<file path="src/rtl/ifu_inst_queue.sv">
// Fetch-to-decode instruction queue: DEPTH-entry FIFO, 1-cycle push-to-head latency, in_ready_o drops only when full.
// Optional IFU_QUEUE_BYPASS_EN lets an entry arriving at an empty queue appear on the head outputs in the same cycle.
module ifu_inst_queue #(
  parameter int DEPTH  = 4,
  parameter int INST_W = 32,
  parameter int ADDR_W = 32
) (
  input  logic                     clk,
  input  logic                     rst,
  input  logic                     flush_i,
  input  logic                     in_valid_i,
  output logic                     in_ready_o,
  input  logic [INST_W-1:0]        inst_i,
  input  logic [ADDR_W-1:0]        inst_addr_i,
  input  logic                     is_pred_branch_i,
  input  logic                     is_pred_jalr_i,
  input  logic [ADDR_W-1:0]        branch_addr_i,
  output logic                     out_valid_o,
  input  logic                     out_ready_i,
  output logic [INST_W-1:0]        inst_o,
  output logic [ADDR_W-1:0]        inst_addr_o,
  output logic                     is_pred_branch_o,
  output logic                     is_pred_jalr_o,
  output logic [ADDR_W-1:0]        branch_addr_o,
  output logic [$clog2(DEPTH):0]   count_o
);

  localparam int PTR_W = $clog2(DEPTH);
  localparam int CNT_W = PTR_W + 1;
  localparam logic [INST_W-1:0] INST_NOP = INST_W'(32'h0000_0013);

  logic [INST_W-1:0] r_inst [DEPTH];
  logic [ADDR_W-1:0] r_addr [DEPTH];
  logic [ADDR_W-1:0] r_tgt  [DEPTH];
  logic              r_br   [DEPTH];
  logic              r_jalr [DEPTH];

  logic [PTR_W-1:0]  r_wptr;
  logic [PTR_W-1:0]  r_rptr;
  logic [CNT_W-1:0]  r_count;

  logic w_empty;
  logic w_full;
  logic w_bypass;
  logic w_push;
  logic w_pop;

  assign w_empty = (r_count == '0);
  assign w_full  = (r_count == CNT_W'(DEPTH));

`ifdef IFU_QUEUE_BYPASS_EN
  assign w_bypass = w_empty && in_valid_i && !flush_i;
`else
  assign w_bypass = 1'b0;
`endif

  // A bypassed entry taken by decode in the same cycle is never written.
  assign w_pop  = !w_empty && out_ready_i && !flush_i;
  assign w_push = in_valid_i && !w_full && !flush_i && !(w_bypass && out_ready_i);

  assign in_ready_o  = !w_full;
  assign out_valid_o = !w_empty || w_bypass;
  assign count_o     = r_count;

  always_ff @(posedge clk) begin
    if (rst) begin
      r_wptr  <= '0;
      r_rptr  <= '0;
      r_count <= '0;
      for (int i = 0; i < DEPTH; i++) begin
        r_br[i]   <= 1'b0;
        r_jalr[i] <= 1'b0;
      end
    end else if (flush_i) begin
      r_wptr  <= '0;
      r_rptr  <= '0;
      r_count <= '0;
    end else begin
      if (w_push) begin
        r_br[r_wptr]   <= is_pred_branch_i;
        r_jalr[r_wptr] <= is_pred_jalr_i;
        r_wptr         <= r_wptr + PTR_W'(1);
      end
      if (w_pop) begin
        r_rptr <= r_rptr + PTR_W'(1);
      end
      if (w_push && !w_pop) begin
        r_count <= r_count + CNT_W'(1);
      end else if (w_pop && !w_push) begin
        r_count <= r_count - CNT_W'(1);
      end
    end
  end

  always_ff @(posedge clk) begin
    if (w_push && !rst) begin
      r_inst[r_wptr] <= inst_i;
      r_addr[r_wptr] <= inst_addr_i;
      r_tgt[r_wptr]  <= branch_addr_i;
    end
  end

  always_comb begin
    inst_o           = INST_NOP;
    inst_addr_o      = '0;
    is_pred_branch_o = 1'b0;
    is_pred_jalr_o   = 1'b0;
    branch_addr_o    = '0;
    if (!w_empty) begin
      inst_o           = r_inst[r_rptr];
      inst_addr_o      = r_addr[r_rptr];
      is_pred_branch_o = r_br[r_rptr];
      is_pred_jalr_o   = r_jalr[r_rptr];
      branch_addr_o    = r_tgt[r_rptr];
    end else if (w_bypass) begin
      inst_o           = inst_i;
      inst_addr_o      = inst_addr_i;
      is_pred_branch_o = is_pred_branch_i;
      is_pred_jalr_o   = is_pred_jalr_i;
      branch_addr_o    = branch_addr_i;
    end
  end

endmodule

</file>
<file path="config.mk">
export PLATFORM = sky130hd
export DESIGN_NAME = ifu_inst_queue
export DESIGN_NICKNAME = d
export VERILOG_FILES = /design/src/rtl/ifu_inst_queue.sv
export SDC_FILE = /design/constraint.sdc
export NUM_CORES = 1
export LEC_CHECK = 0
export BUFFER_PORTS_ARGS = -buffer_cell sky130_fd_sc_hd__buf_4
export CAP_MARGIN = 20
export CORE_AREA = 2 2 230 232
export DETAILED_ROUTE_END_ITERATION = 10
export DIE_AREA = 0 0 232 234
export GPL_TIMING_DRIVEN = 1
export SLEW_MARGIN = 10
export SYNTH_ARGS = -nofsm -noshare
export SYNTH_HDL_FRONTEND = slang
export SYNTH_SLANG_ARGS = --single-unit
</file>
<file path="constraint.sdc">
create_clock -name clk -period 8.6 [get_ports clk]
set_input_delay 0.86 -clock clk [delete_from_list [all_inputs] [get_ports clk]]
set_output_delay 0.86 -clock clk [all_outputs]
set_load 0.02 [all_outputs]
</file>
==> Implementation_results.wiki <==
{| class="wikitable"
! Metric !! Value
|-
| RSZ-0062 raised after global routing || no
|-
| Horizontal die dimension || 232 um
|-
| Antenna violations before repair || 0
|-
| RePlAce Congestion || 0.679
|-
| Worst Setup Path Type || reg -> out
|-
| Latest clock arrival within the worst-skew pair || 0.55 ns
|-
| Ports placed on the boundary || 206
|-
| Type of element capturing the critical path || output pin
|-
| Xor-xnor portion of the synthesized cell area || 0.171%
|-
| ANT nets after route || 0
|-
| Multiplexer share of the synthesized area || 14.4%
|-
| Max-slew violation total from the final report || 0
|-
| Global routing met2 resource utilization || 20.4%
|-
| Max-Slew Margin vs Limit || 35.4%
|-
| Effective utilization at floorplan || 29.6%
|-
| Data arrival time of the worst path || 3.10 ns
|-
| Total placed cells including tap cells || 1557
|-
| Element type at the critical path start || register
|-
| Total global-route track usage || 11.9%
|-
| Core outline area || 52000 sq um
|-
| Finished Core Util || 36.6%
|-
| Sequential cell fraction of total power || 51.1%
|-
| Most utilized layer in the global route result || met2
|-
| Mean number of vias per cell || 4.42
|-
| Row Count || 84
|-
| Final count of negative-setup-slack endpoints || 0
|-
| Worst ir drop on vdd || 0.181 mV
|-
| Final Critical Period || 3.96 ns
|-
| Fraction of the mapped netlist area in simple logic gates || 5.19%
|-
| Yosys top cell by area || sky130_fd_sc_hd__edfxtp_1
|-
| P_int || 3.36 mW
|-
| Cells traversed along the worst timing path || buf_4 -> mux4_2 -> or2_1 -> buf_4
|-
| Transition time at the pin with the least slew margin || 0.969 ns
|-
| Number of buffers between clock root and the deepest sink || 3
|-
| Proportion of synthesized flip-flops having asynchronous set or reset || 0%
|-
| Combinational family with the most area after synthesis || multiplexers
|-
| Pwr Total || 4.25 mW
|-
| Top-area cell type share of the netlist area || 76.5%
|-
| Complex-gate fraction of the synthesized area || 0.545%
|-
| Die Area || 54300 sq um
|-
| Length of the first detailed-routing pass in iterations || 4
|-
| Number of cells upsized or downsized after cts || 0
|-
| Nets in the synthesized netlist || 800
|-
| CTS tree || yes
|-
| DR iter-0 viols || 378
|-
| Slowest-stage cell, CP || sky130_fd_sc_hd__dfxtp_4
|-
| Register clock-pin slew on the reported worst setup and hold paths || 0.06 ns
|-
| Total congestion overflow || 0
|-
| Number of global-route vias before repair || 7726
|-
| TritonCTS Sinks || 401
|-
| Dominant register cell in the synthesized netlist || sky130_fd_sc_hd__edfxtp_1
|-
| Yosys warnings || 0
|-
| Tcrit/Tclk final || 46.0%
|-
| Total negative slack for setup checks || 0 ns
|-
| Post-detailed-placement cell area || 17700 sq um
|-
| Required time of the critical path || 7.74 ns
|-
| Wire length of the first global-routing pass || 47.7 mm
|-
| Number of maximum-capacitance constraint violations || 0
|-
| Top cells by area, synth || sky130_fd_sc_hd__edfxtp_1, sky130_fd_sc_hd__mux4_2, sky130_fd_sc_hd__and2_1
|-
| Die boundary height || 234 um
|-
| Pin count of the biggest net entering global routing || 61
|-
| Power per standard cell area || 223 nW/um^2
|-
| Filler-free cell count of the finished design || 1640
|-
| Share of final-layout standard cells stronger than drive strength 1 || 40.5%
|-
| Port-buffer cells || 205
|-
| Hold-fix buffers at CTS || 0
|-
| Number of flops mapped to enable cells by yosys || 392
|-
| Relative contribution of the clock network to total power || 42.4%
|-
| Total number of nets in the final design || 1025
|-
| Final hold vios || 0
|-
| Post-CTS Setup Repair Bufs || 0
|-
| Routed len/inst || 19.8 um
|-
| Instance count of the mapped netlist || 691
|-
| Setup Skew || 0.0196 ns
|-
| Clock tree root driver cell || sky130_fd_sc_hd__clkbuf_16
|-
| Met3 track demand over resource || 2.70%
|-
| Arithmetic-cell share of the synthesized area counting full adders, half adders and majority gates || 0.536%
|-
| Placed wire-length estimate || 19.4 mm
|-
| Global Route met1 Usage || 15.0%
|-
| Combinational fraction of design power || 6.5%
|-
| Finished layout cell area || 19100 sq um
|-
| Total clock buffers created by CTS || 45
|-
| Maximum level of the CTS H-tree || 2
|-
| Worst hold path type || in -> reg
|-
| Peak per-stage delay on the critical path || 0.72 ns
|-
| Result of the run || completed
|-
| Switching power as a share of total power || 20.9%
|-
| Vias after detailed routing || 7248
|-
| Wire length after detailed routing || 32.5 mm
|-
| Switch Pwr || 0.891 mW
|-
| Unique cell type count in the Yosys netlist || 33
|-
| Netlist area before placement || 15400 sq um
|-
| Most numerous cell on the critical path || sky130_fd_sc_hd__buf_4
|-
| DR DRC count || 0
|-
| Highest fanout seen on the critical path || 38
|-
| Leak || 6.37 nW
|-
| Share of synthesized area occupied by flip-flops and latches || 77.6%
|-
| Register bit count reported by yosys || 401
|-
| Upper clock frequency limit || 253 MHz
|-
| Mean post-synth cell area || 22.3 sq um
|-
| Layout area overhead || 23.8%
|}
-- power by group through the flow --
stage	Clock (mW)	Sequential [mW]	Combinational [mW]
after floorplan	0	2.22	0.140
after global placement	0	2.22	0.281
after detailed placement	0	2.22	0.285
after CTS	1.87	2.18	0.285
after global routing	1.94	2.18	0.300
final	1.80	2.18	0.276
-- synthesized netlist by cell type (2+ instances only) --
cell and n:
sky130_fd_sc_hd__o21ai_0 2, sky130_fd_sc_hd__edfxtp_1 392, sky130_fd_sc_hd__buf_2 13, sky130_fd_sc_hd__dfxtp_1 9
sky130_fd_sc_hd__a21o_1 4, sky130_fd_sc_hd__buf_12 2, sky130_fd_sc_hd__and3_1 6, sky130_fd_sc_hd__clkbuf_1 17
sky130_fd_sc_hd__or2_2 2, sky130_fd_sc_hd__mux4_2 98, sky130_fd_sc_hd__xor2_1 3, sky130_fd_sc_hd__and2_1 101
sky130_fd_sc_hd__or3_1 2, sky130_fd_sc_hd__a21oi_1 3, sky130_fd_sc_hd__nor2_1 8, sky130_fd_sc_hd__ha_1 5
sky130_fd_sc_hd__buf_6 3, sky130_fd_sc_hd__or2_1 3, sky130_fd_sc_hd__inv_1 4
-- sequential cells by signal, indices dropped and copies added, names as in the netlist, named ones only --
signal	count
r_addr	128
r_inst	128
r_tgt	128
r_br	4
r_jalr	4
count_o	3
r_rptr	2
r_wptr	2
-- cells in the final DEF (no fill, tap or decap), types with 2 or more instances in the layout --
cell                        synthesis  routed
sky130_fd_sc_hd__a21o_1             4       4
sky130_fd_sc_hd__a21oi_1            3       3
sky130_fd_sc_hd__and2_1           101      97
sky130_fd_sc_hd__and2_4             1       5
sky130_fd_sc_hd__and3_1             6       6
sky130_fd_sc_hd__buf_4              0     214
sky130_fd_sc_hd__bufinv_16          0       2
sky130_fd_sc_hd__clkbuf_1          17      13
sky130_fd_sc_hd__clkbuf_16          0      47
sky130_fd_sc_hd__clkinv_1           0       8
sky130_fd_sc_hd__clkinv_2           0       7
sky130_fd_sc_hd__dfxtp_1            9       7
sky130_fd_sc_hd__dfxtp_4            0       2
sky130_fd_sc_hd__edfxtp_1         392     392
sky130_fd_sc_hd__ha_1               5       5
sky130_fd_sc_hd__inv_1              4       3
sky130_fd_sc_hd__mux4_2            98      98
sky130_fd_sc_hd__nor2_1             8       8
sky130_fd_sc_hd__o21ai_0            2       2
sky130_fd_sc_hd__or2_1              3       3
sky130_fd_sc_hd__or2_2              2       2
sky130_fd_sc_hd__or3_1              2       2
sky130_fd_sc_hd__xor2_1             3       3
-- final cells by class --
class	count	area, sq um
Inverter	4	15.0
Clock buffer	61	1240
Timing Repair Buffer	214	1610
Antenna cell	1	2.50
Tap cell	688	861
Multi-Input combinational cell	250	3220
Fill cell	4825	33000
Sequential cell	401	12000
Clock inverter	21	161
-- kinds of logic after synthesis --
family	Yosys count
and+or+nand+nor	130
muxes	99
adders and majority gates	6
xor gates and xnor gates	3
buffers and inverters	40
AOI/OAI and AO/OA	12
DFF	401
-- worst max-delay path, delay by kind of cell, from the launching register on --
kind	cells	cell delay (ns)
muxes	1	0.58
and+or+nand+nor	1	0.24
buffers and inverters	2	0.89
DFF	1	0.72
-- per-layer routing --
metal / wire (um) / part of all wire [%]
met1: 13500 / 41
met2: 16600 / 51
met3: 1820 / 5.6
met4: 593 / 1.8
met5: 0 / 0
-- per-stage QoR --
stage,setup WS [ns],hold WS [ns]
detailed placement,4.99,0.523
global placement,5.01,0.513
CTS,4.49,0.449
finish,4.64,0.503
floorplan,4.46,0.459
global route,4.37,0.469
-- final timing paths --
check	start	slack, ns	to	cells after the start
max	register	4.64	inst_o[4]	4
min	inst_i[27]	0.50	r_inst[2][27]	1
max reg2reg	count_o[0]	5.61	r_addr[0][20]	4
min reg2reg	r_rptr[1]	0.53	register	2
Power figures use the tool's default switching activity.
